===== src/rtl/alu.sv =====
// ---------------------------------------------------------------------------
// alu -- 8-bit registered ALU with a 3-bit opcode.
//
// One operation is accepted every clock; result and zero appear one cycle
// after the operands are sampled and hold until the next rising edge.
//
// Ports:
//   clk          rising-edge clock for all state
//   rst_n        asynchronous active-low reset (clears result and zero)
//   instruction  opcode: 000 XOR, 001 BEQ, 010 ADD, 011 AND, 100 RSL,
//                101..111 reserved (result 8'hFF)
//   input1       operand A
//   input2       operand B (low 3 bits are the RSL rotate amount)
//   result       registered operation result
//   zero         registered equality flag, driven only by BEQ
// ---------------------------------------------------------------------------
module alu (
  input  logic       clk,
  input  logic       rst_n,
  input  logic [2:0] instruction,
  input  logic [7:0] input1,
  input  logic [7:0] input2,
  output logic [7:0] result,
  output logic       zero
);

  typedef enum logic [2:0] {
    OP_XOR  = 3'b000,
    OP_BEQ  = 3'b001,
    OP_ADD  = 3'b010,
    OP_AND  = 3'b011,
    OP_RSL  = 3'b100
  } opcode_e;

  logic [7:0]  result_q, result_d;
  logic        zero_q, zero_d;
  logic [15:0] rot_wide;

  // Rotate by shifting a doubled copy of input1; the upper byte then holds
  // the bits that wrapped out of bit 7 back in at bit 0.
  assign rot_wide = {input1, input1} << input2[2:0];

  // Next-state decode. Every opcode is covered; reserved codes fall into the
  // default branch and produce all ones.
  always_comb begin
    result_d = 8'hFF;
    zero_d   = 1'b0;
    case (opcode_e'(instruction))
      OP_XOR: result_d = input1 ^ input2;
      OP_BEQ: begin
        result_d = input1 - input2;
        zero_d   = (input1 == input2);
      end
      OP_ADD: result_d = input1 + input2;
      OP_AND: result_d = input1 & input2;
      OP_RSL: result_d = rot_wide[15:8];
      default: begin
        result_d = 8'hFF;
        zero_d   = 1'b0;
      end
    endcase
  end

  // Output registers; reset clears them immediately without waiting for clk.
  always_ff @(posedge clk or negedge rst_n) begin
    if (!rst_n) begin
      result_q <= 8'h00;
      zero_q   <= 1'b0;
    end else begin
      result_q <= result_d;
      zero_q   <= zero_d;
    end
  end

  assign result = result_q;
  assign zero   = zero_q;

endmodule


===== config.mk =====
export PLATFORM = sky130hd
export DESIGN_NAME = alu
export DESIGN_NICKNAME = d
export VERILOG_FILES = /design/src/rtl/alu.sv
export SDC_FILE = /design/constraint.sdc
export NUM_CORES = 1
export LEC_CHECK = 0
export ABC_AREA = 1
export ABC_CLOCK_PERIOD_IN_PS = 800
export CORE_ASPECT_RATIO = 0.6
export CORE_MARGIN = 4
export CORE_UTILIZATION = 40
export CTS_CLUSTER_SIZE = 28
export DETAILED_ROUTE_END_ITERATION = 10
export DONT_BUFFER_PORTS = 1
export HOLD_SLACK_MARGIN = 0.02
export PLACE_DENSITY = 0.68
export SYNTH_ARGS = -nofsm -noshare
export SYNTH_HDL_FRONTEND = slang
export SYNTH_SLANG_ARGS = --single-unit

===== constraint.sdc =====
create_clock -name clk -period 0.8 [get_ports clk]
set_clock_uncertainty 0.2 [all_clocks]
set_input_delay 0.08 -clock clk [delete_from_list [all_inputs] [get_ports clk]]
set_output_delay 0.08 -clock clk [all_outputs]
set_load 0.02 [all_outputs]

# After elaboration in Yosys (flattened, before gate mapping)
# Index checks and enable logic that the tools add are counted.
totals:
  reg_bits: 9
  inputBits: 21
  output_inout_bits: 9
  elab_cells: 15
classes:
  n_addsub: 2
  eq_ne: 5
  n_shift: 1
  muxes: 2
  n_bitwise: 2
  reduce_logical: 1
ops:
  columns: ["cell", "count"]
  rows:
  - ["one-hot mux 8 bit (5 select lines)", 1]
  - ["left shift 16 x 3 -> 16 bit", 1]
  - ["adder 8 bit", 1]
  - ["AND 8 bit", 1]
  - ["equality test 8 bit", 1]
  - ["subtractor 8 bit", 1]
  - ["XOR 8 bit", 1]
  - ["equality test 3 x 2 -> 1 bit, second input constant", 2]
  - ["equality test 3 x 1 -> 1 bit, second input constant", 1]
  - ["equality test 3 bit, second input constant", 1]
  - ["logical NOT 3 bit", 1]
  - ["2-to-1 mux 1 bit", 1]

# Depth between registers and ports, before layout
# Gate-level depths: netlist (run 1).
logic_depth:
  ltp_word: 2
  mapped_depth: 11
  depth_no_buf: 11

# Worst setup path before layout (run 1)
# Ideal clock, no wire load.
synth_timing:
  path_type: "input to register"
  startpoint: "input port input2[2]"
  endpoint: "register result_q[7] (netlist: result[7])"
  setup_ns: 0.127
  arrival_time_ns: 1.420
  required_ns: 0.473
  setup_slack_ns: -0.947
  cell_stages: 8
  n_path_buf: 1
  path_cell_list: "buf_2 > clkinv_1 > ha_1 > or2_2 > nand3_1 > nand3_1 > nand3_1 > nand3_1"
synth_via:
  elab_chain_len: 2
  elab_cells_between_ends: 4
  classes_between: "add/sub: 2; shift: 1; mux: 1"
synth_lines:
  columns: ["item", "line_no", "source"]
  rows:
  - ["from (decl)", "22", "input logic [7:0] input2,"]
  - ["adder 8 bit, or another cell as far along", "54", "OP_ADD: result_d = input1 + input2;"]
  - ["one-hot mux 8 bit (5 select lines) (*)", "48", "case (opcode_e'(instruction))"]
  - ["named net result_d[7]", "35", "logic [7:0] result_q, result_d;"]
  - ["to (signal assigned)", "70", "result_q <= result_d;"]
  - ["to (decl)", "35", null]
# Mark *: on every way through the listed nets, which the timed path passes. The rest lies on a longest branch.

# Worst setup path after layout (run 1)
layout_timing:
  startpoint: "input port input2[0]"
  endpoint: "register result_q[6] (netlist: result[6])"
# The elaborated chain is that of the path after synthesis.

==> results of run 1 <==
metrics by stage:
step	instances	utilization
2_1_floorplan	259	-
3_3_place_gp	325	0.542
3_5_place_dp	325	0.542
4_1_cts	335	0.609
5_1_grt	336	0.615
6_report	336	0.615
flip-flops by register name, indices dropped and copies added, names as in the netlist:
name and flops:
result 8, zero 1
final timing paths:
kind	start	to	slack, ps	cells after the start
worst max-delay path	input2[0]	result[6]	-380	11
min in group asynchronous	rst_n	result[4]	0	1
max in group asynchronous	rst_n	result[3]	80	1
worst min-delay path	instruction[1]	zero	-130	3
area by class of cell:
class                   count  area [um^2]
multi-input cells         209         1340
fillers                   327         1330
repair buffers             33          258
flip-flops and latches      9          231
inverters                  36          188
well taps                  45         56.3
clock buffers               4         45.0
power groups by stage:
| stage | Clock (mW) | Combinational, mW | Sequential (mW) |
|---|---|---|---|
| after global routing | 0.589 | 1.32 | 0.607 |
| after global placement | 0 | 0.984 | 0.606 |
| after CTS | 0.564 | 1.15 | 0.600 |
| after floorplan | 0 | 0.740 | 0.596 |
| final | 0.549 | 1.20 | 0.600 |
| after detailed placement | 0 | 0.991 | 0.605 |
layout by cell type (no fill, tap or decap), types with 4 or more instances in the layout:
master                     n
sky130_fd_sc_hd__a21oi_1   9
sky130_fd_sc_hd__inv_4     5
sky130_fd_sc_hd__nand3_2   9
sky130_fd_sc_hd__ha_4      8
sky130_fd_sc_hd__dfrtp_1   4
sky130_fd_sc_hd__ha_1      7
sky130_fd_sc_hd__inv_2     8
sky130_fd_sc_hd__nand2_1  78
sky130_fd_sc_hd__nand2_2   5
sky130_fd_sc_hd__buf_4    30
sky130_fd_sc_hd__nor2_1   12
sky130_fd_sc_hd__nand4_1   5
sky130_fd_sc_hd__inv_1    19
sky130_fd_sc_hd__dfrtp_2   5
sky130_fd_sc_hd__nand3_1  49
cells by family after synthesis:
kind of cell               after synthesis  synth area share
buffers and inverters                   41             0.109
DFF                                      9             0.149
and+or+nand+nor                        170             0.511
AOI/OAI and AO/OA                       22            0.0810
adders and majority gates               17             0.150
layer usage:
metal / share of wire / track usage / vias to the layer above
met4: 0.0096 / 0.0481 / 0
met3: 0.12 / 0.0503 / 4
met1: 0.47 / 0.354 / 834
met5: 0 / 0 / -
met2: 0.40 / 0.302 / 98
li1: - / - / 917
repair_timing:
action,CTS,global route
pin swaps,30,6
resized for setup,37,5
setup endpoints to repair,18,18
endpoints found under the hold margin,18,9
buffers inserted,6,1
==> impl_metrics.ini, run 1 <==
[route]
drtIter0Drc = 160
route.detailed.drc = 0
post_drt_wl_per_cell_um = 15.5
finalWirelength_um = 5200
drt-pass1-iter-count = 4
drt.antenna.violating_nets = 0
vias = 1853
route.detailed.vias_per_inst = 5.51

[power_and_ir_drop]
internal_power_mw = 1.40
switching_share = 0.404
power-per-cell-area_nw_per_um2 = 1110
power_mw = 2.35
clockPowerShare = 0.234
leakage_nw = 1.01
ir_drop_uv = 1230
seq_power_share = 0.256
power.share.combinational = 0.510
power.net_switching_mw = 0.948

[cells_and_area]
drive_gt1_frac = 0.333
num_antenna_cells = 0
area_growth_pct = 39.9
design_area_um2 = 2120
num-nets-final = 330

[placement]
place_worst_setup_slack_ps = -685
io_buffers = 0
placed_cell_area_um2 = 1870
gp_routability_congestion = 0.926
dp.final_hpwl_um = 4160

[status]
outcome = complete, but fails checks
violations_in_the_final_reports = hold timing, setup timing

[sta]
post-route-worst-setup-slack_ps = -378
max_slew_margin = 0.730
period_utilisation_layout = 1.47
number_of_failing_setup_endpoints_in_the_final_timing_report = 18
tns_ps = -3940
finalHoldWorstSlack_ps = -129
rsz_0062_raised_after_global_routing = yes
finalMaxSlewViolations = 0
timing.final.hold_violations = 9
clock.fmax_mhz = 849
worst_slew_pin_slew_ps = 404
finalCriticalPeriod_ps = 1180

[die]
die_height_um = 55.7
floorplan.io_pins = 30
die_area_um2 = 4870
floorplan.die.width_um = 87.4
row_count = 16
initial_core_util = 0.440
core_area_um2 = 3440

[setup_path]
critPathSlowestCell = sky130_fd_sc_hd__fa_2
timing.setup.critical_path_class = input pin to register
timing.critical_path.cells = ha_4 > inv_2 > fa_2 > inv_2 > nand3_2 > nand2_2 > nand2_2 > nand2_1 > nand2_1 > nand3_1 > nand3_1
critical_path.n_buffers_inverters = 2
critical_path.max_stage_delay_ps = 340
worstPathRequired_ps = 720
cp_top_family = adder cells
worst_ep_arrival_time_ps = 1100
critPathMaxFanout = 11
cp-start-kind = input pin
worst_setup_path_end_kind = register

[synthesis]
ys_seq_area_frac = 0.149
synth_cell_type_count = 25
post_synth_inst_count = 259
synthMostInstantiatedCell = sky130_fd_sc_hd__nand2_1
synth_common_cells = 84 x sky130_fd_sc_hd__nand2_1, 58 x sky130_fd_sc_hd__nand3_1, 32 x sky130_fd_sc_hd__inv_1
avgSynthCellArea_um2 = 5.85
synth.ff_latch_count = 9
netlist.top_cell.by_area = sky130_fd_sc_hd__nand2_1
synth_largest_type_area_fraction = 0.208
synth.yosys.warnings = 0
number_of_nets_in_the_synthesized_netlist = 297
synth-edff-count = 0
synth_ff_type = sky130_fd_sc_hd__dfrtp_1
postSynth.asyncResetShare = 1.00
synth_cell_area_um2 = 1510
cell_types_occupying_the_most_area_after_synthesis = sky130_fd_sc_hd__nand2_1 21%, sky130_fd_sc_hd__nand3_1 19%, sky130_fd_sc_hd__dfrtp_1 15%

[run]
cap_violations = 0

[global_routing]
gr-total-overflow = 0
first_global_vias = 1730
grt_start_max_net_pins = 12
wire_length_of_the_first_global_routing_pass_um = 8550
grt_usage = 0.224
antenna_violations_before_repair = 0

[clock_tree]
cts_tree = done
clock_tree.buffer_depth = 2
numClockSinks = 9
root_buffer = sky130_fd_sc_hd__clkbuf_8
cts_buffers = 3
holdBufCountCts = 1
cts.clk_slew.worst_paths_ps = 50
htree_levels = 1

[hold_path]
hold_path.class = input pin to register
No activity file was read; power rests on OpenSTA's default activity.
==> run 2, diff against run 1 <==
--- a/config.mk
+++ b/config.mk
@@ -10,11 +10,11 @@
 export CORE_ASPECT_RATIO = 0.6
 export CORE_MARGIN = 4
 export CORE_UTILIZATION = 40
-export CTS_CLUSTER_SIZE = 28
 export DETAILED_ROUTE_END_ITERATION = 10
 export DONT_BUFFER_PORTS = 1
 export HOLD_SLACK_MARGIN = 0.02
 export PLACE_DENSITY = 0.68
+export SETUP_SLACK_MARGIN = 0.1
 export SYNTH_ARGS = -nofsm -noshare
 export SYNTH_HDL_FRONTEND = slang
 export SYNTH_SLANG_ARGS = --single-unit
==> run 2 against run 1 <==
  * The flow still finishes with violations (hold timing, setup timing)
  * Via count fell by 0.32%
  * Flip-flop and latch count did not move
  * Largest cell class unchanged
  * Non-clock buffer count did not move
  * Fmax rose by 0.46%
  * Clock power rose by 0.9%
  * Combinational power barely moved
  * Final cell count did not move
  * Critical path depth did not move
  * Sequential share of layout area barely moved
==> impl_metrics.ini, run 2 (synthesis results as in run 1) <==
[status]
outcome = complete, but fails checks
violations_in_the_final_reports = hold timing, setup timing

[clock_tree]
htree_levels = 1
root_buffer = sky130_fd_sc_hd__clkbuf_8
cts_tree = done
numClockSinks = 9
cts.clk_slew.worst_paths_ps = 50
cts_buffers = 3
clock_tree.buffer_depth = 2
holdBufCountCts = 1

[run]
cap_violations = 0

[route]
drt.antenna.violating_nets = 0
route.detailed.vias_per_inst = 5.50
drt-pass1-iter-count = 5
route.detailed.drc = 0
vias = 1847
post_drt_wl_per_cell_um = 15.5
drtIter0Drc = 133
finalWirelength_um = 5200

[die]
core_area_um2 = 3440
row_count = 16
initial_core_util = 0.440
die_height_um = 55.7
floorplan.io_pins = 30
floorplan.die.width_um = 87.4
die_area_um2 = 4870

[global_routing]
grt_start_max_net_pins = 12
gr-total-overflow = 0
first_global_vias = 1733
grt_usage = 0.225
antenna_violations_before_repair = 0
wire_length_of_the_first_global_routing_pass_um = 8580

[sta]
finalMaxSlewViolations = 0
timing.final.hold_violations = 18
rsz_0062_raised_after_global_routing = yes
finalHoldWorstSlack_ps = -371
clock.fmax_mhz = 852
number_of_failing_setup_endpoints_in_the_final_timing_report = 18
post-route-worst-setup-slack_ps = -373
max_slew_margin = 0.723
worst_slew_pin_slew_ps = 416
finalCriticalPeriod_ps = 1170
period_utilisation_layout = 1.47

[setup_path]
critical_path.n_buffers_inverters = 2
cp_top_family = adder cells
timing.setup.critical_path_class = input pin to register
critical_path.max_stage_delay_ps = 340
worstPathRequired_ps = 720
worst_setup_path_end_kind = register
worst_ep_arrival_time_ps = 1090
cp-start-kind = input pin
timing.critical_path.cells = ha_4 > inv_2 > fa_2 > inv_2 > nand3_2 > nand2_2 > nand2_2 > nand2_1 > nand2_1 > nand3_1 > nand3_1
critPathMaxFanout = 11
critPathSlowestCell = sky130_fd_sc_hd__fa_2

[cells_and_area]
filler_cell_count = 328
most_frequent_standard_cell_in_the_layout_excluding_fill_and_tap_cells = sky130_fd_sc_hd__nand2_1
final-instance-count-excl-fill = 336
largest_reg_flops = 8
finalCoreUtilization = 0.617
num-nets-final = 330
area_growth_pct = 40.2
num_antenna_cells = 0
highest_count_cells_in_the_layout_ignoring_fill_and_taps = 78 x sky130_fd_sc_hd__nand2_1, 49 x sky130_fd_sc_hd__nand3_1, 30 x sky130_fd_sc_hd__buf_4
drive_gt1_frac = 0.337

[placement]
dp.final_hpwl_um = 4160
io_buffers = 0
numPlacedInstances = 325
gp_routability_congestion = 0.926

[hold_path]
hold_path.class = input pin to asynchronous set/reset pin

[power_and_ir_drop]
ir_drop_uv = 1110
leakage_nw = 1.02
power_mw = 2.35
power-per-cell-area_nw_per_um2 = 1110
-- run 2: changes by cell type in the layout (fill, tap and decap cells not counted) --
cell / previous run / this run
sky130_fd_sc_hd__dlygate4sd3_1: 1 / 0
sky130_fd_sc_hd__dlymetal6s4s_1: 0 / 1
sky130_fd_sc_hd__nor2_1: 12 / 11
sky130_fd_sc_hd__nor2_2: 3 / 4
-- run 2: final cells by class --
| cell class | count | area, um^2 | share of cell area |
|---|---|---|---|
| inverters | 36 | 188 | 0.0884 |
| multi-input cells | 209 | 1340 | 0.632 |
| clock buffers | 4 | 45.0 | 0.0212 |
| flip-flops and latches | 9 | 231 | 0.109 |
| repair buffers | 33 | 260 | 0.123 |
| well taps | 45 | 56.3 | 0.0265 |
-- run 2: worst paths after layout --
kind                                start   endpoint  slack [ps]  depth (start not counted)
setup / recovery                input2[0]  result[6]        -370                         11
hold / removal                      rst_n  result[4]        -370                          1
max in group asynchronous           rst_n       zero         450                          1
min in group clk           instruction[1]       zero        -130                          3
-- run 2: what timing repair did --
item | CTS | global route
endpoints found under the hold margin | 18 | 18
gates resized for setup | 38 | 6
pin swaps | 30 | 6
setup endpoints to repair | 18 | 27
buffers inserted | 6 | 1
-- run 2: stage by stage --
stage	setup slack, ps	hold slack (ps)	TNS, ps	cell area [um^2]
4_1_cts	-351	-144	-3730	2100
5_1_grt	-479	-350	-4570	2120
3_3_place_gp	-653	-415	-5070	1870
6_report	-373	-371	-3970	2120
3_5_place_dp	-685	-415	-5230	1870
2_1_floorplan	-573	-416	-4210	1690
-- run 2: power by group --
part | internal [mW] | switching [mW] | total (mW)
Sequential | 0.513 | 0.0869 | 0.600
Clock | 0.349 | 0.204 | 0.554
Combinational | 0.538 | 0.662 | 1.20
Total | 1.40 | 0.953 | 2.35
-- run 2: routing by layer --
layer  track usage  share of wire
met5             0              0
met4        0.0481          0.012
met3        0.0503           0.12
met2         0.302           0.40
met1         0.356           0.47
==> run 3, diff against run 2 <==
--- a/config.mk
+++ b/config.mk
@@ -13,7 +13,6 @@
 export DETAILED_ROUTE_END_ITERATION = 10
 export DONT_BUFFER_PORTS = 1
 export HOLD_SLACK_MARGIN = 0.02
-export PLACE_DENSITY = 0.68
 export SETUP_SLACK_MARGIN = 0.1
 export SYNTH_ARGS = -nofsm -noshare
 export SYNTH_HDL_FRONTEND = slang
==> constraint.sdc (replaced) <==
create_clock -name clk -period 0.8 [get_ports clk]
set_clock_uncertainty 0.2 [all_clocks]
set_input_delay 0.2 -clock clk [delete_from_list [all_inputs] [get_ports clk]]
set_output_delay 0.2 -clock clk [all_outputs]
set_load 0.02 [all_outputs]
==> run 3 against run 2 <==
  * The flow still finishes with violations (hold timing, setup timing)
  * Sequential power is essentially flat
  * Global-route usage shrank 1.2 points
  * Setup slack lost 220 ps
  * Clock power shrank 9.9%
  * Critical endpoint is now result[4]
==> impl_metrics.ini, run 3 (synthesis results as in run 1) <==
[status]
outcome = complete, but fails checks
violations_in_the_final_reports = hold timing, setup timing

[setup_path]
worst_setup_path_end_kind = register
critical_path.max_stage_delay_ps = 380
timing.setup.critical_path_class = input pin to register
critPathMaxFanout = 4
worst_ep_arrival_time_ps = 1290
worstPathRequired_ps = 700
timing.critical_path.cells = ha_4 > inv_2 > fa_2 > inv_2 > nand3_2 > buf_4 > nand3_1 > nand2_1 > nand2_1 > nand3_1
cp-start-kind = input pin
critPathSlowestCell = sky130_fd_sc_hd__fa_2
cp_top_family = adder cells
critical_path.n_buffers_inverters = 3

[clock_tree]
root_buffer = sky130_fd_sc_hd__clkbuf_8
numClockSinks = 9
cts.clk_slew.worst_paths_ps = 40
cts_buffers = 3
cts_tree = done
htree_levels = 1
holdBufCountCts = 1
clock_tree.buffer_depth = 2

[placement]
gp_routability_congestion = 0.951
placed_cell_area_um2 = 1900
io_buffers = 0
place_worst_setup_slack_ps = -833
dp.final_hpwl_um = 4240
numPlacedInstances = 330

[power_and_ir_drop]
power-per-cell-area_nw_per_um2 = 1070
ir_drop_uv = 1210
power.share.combinational = 0.551
clockPowerShare = 0.204
internal_power_mw = 1.48
switching_share = 0.396
power.net_switching_mw = 0.970
seq_power_share = 0.245
leakage_nw = 1.08

[sta]
finalCriticalPeriod_ps = 1390
post-route-worst-setup-slack_ps = -594
timing.final.hold_violations = 10
clock.fmax_mhz = 717
number_of_failing_setup_endpoints_in_the_final_timing_report = 18
period_utilisation_layout = 1.74
finalMaxSlewViolations = 0
max_slew_margin = 0.721
worst_slew_pin_slew_ps = 418
finalHoldWorstSlack_ps = -247
rsz_0062_raised_after_global_routing = yes

[route]
finalWirelength_um = 5320
drtIter0Drc = 156
post_drt_wl_per_cell_um = 15.4
vias = 1904
route.detailed.drc = 0
drt.antenna.violating_nets = 0
route.detailed.vias_per_inst = 5.52
drt-pass1-iter-count = 5

[cells_and_area]
final-instance-count-excl-fill = 345
drive_gt1_frac = 0.410
design_area_um2 = 2290
num_antenna_cells = 0
largest_reg_flops = 8
most_frequent_standard_cell_in_the_layout_excluding_fill_and_tap_cells = sky130_fd_sc_hd__nand2_1
area_growth_pct = 51.0
finalCoreUtilization = 0.664
highest_count_cells_in_the_layout_ignoring_fill_and_taps = 71 x sky130_fd_sc_hd__nand2_1, 44 x sky130_fd_sc_hd__nand3_1, 36 x sky130_fd_sc_hd__buf_4
num-nets-final = 339

[die]
floorplan.io_pins = 30
initial_core_util = 0.440
floorplan.die.width_um = 87.4
die_area_um2 = 4870
row_count = 16
core_area_um2 = 3440
die_height_um = 55.7

[global_routing]
grt_usage = 0.213
wire_length_of_the_first_global_routing_pass_um = 8130
gr-total-overflow = 0
first_global_vias = 1608
grt_start_max_net_pins = 12
antenna_violations_before_repair = 0

[hold_path]
hold_path.class = input pin to asynchronous set/reset pin

[run]
cap_violations = 0
run 3: how the worst max path moves through the flow:
stage | from | end | slack (ps) | cells after the start
floorplan | input1[0] | result[6] | -690 | 11
global placement | input2[4] | result[7] | -830 | 9
detailed placement | input2[4] | result[7] | -830 | 9
CTS | input1[0] | result[6] | -540 | 11
global route | input1[0] | result[6] | -630 | 11
finish | input1[0] | result[4] | -590 | 10
run 3: layer usage:
| metal | track usage | vias up | wire (um) |
|---|---|---|---|
| met4 | 0.0525 | 0 | 60 |
| met3 | 0.0666 | 6 | 580 |
| met5 | 0 | - | 0 |
| met2 | 0.266 | 95 | 2080 |
| li1 | - | 937 | - |
| met1 | 0.339 | 866 | 2590 |
run 3: power by group through the flow:
stage / clock [mW] / combinational [mW] / sequential [mW]
floorplan: 0 / 0.740 / 0.596
global placement: 0 / 1.03 / 0.605
detailed placement: 0 / 1.03 / 0.604
CTS: 0.513 / 1.18 / 0.598
global route: 0.538 / 1.47 / 0.606
finish: 0.499 / 1.35 / 0.599
run 3: final cells by class:
type,instances,area (um^2)
inverter,36,210
clock buffer,4,45.0
multi-input combinational,209,1410
tap,45,56.3
fill,287,1160
timing repair buffer,42,339
sequential,9,229
run 3: through the flow:
stage / setup TNS, ps / total power, mW
final: -6250 / 2.45
after global placement: -6540 / 1.64
after CTS: -6210 / 2.29
after global routing: -6790 / 2.61
after detailed placement: -6600 / 1.63
after floorplan: -5440 / 1.34
run 3: repair_timing:
action | CTS | global route
resized for setup | 44 | 28
endpoints found under the hold margin | 10 | 10
endpoints found under the setup margin | 18 | 27
buffers inserted | 3 | 7
pin swaps | 30 | 21
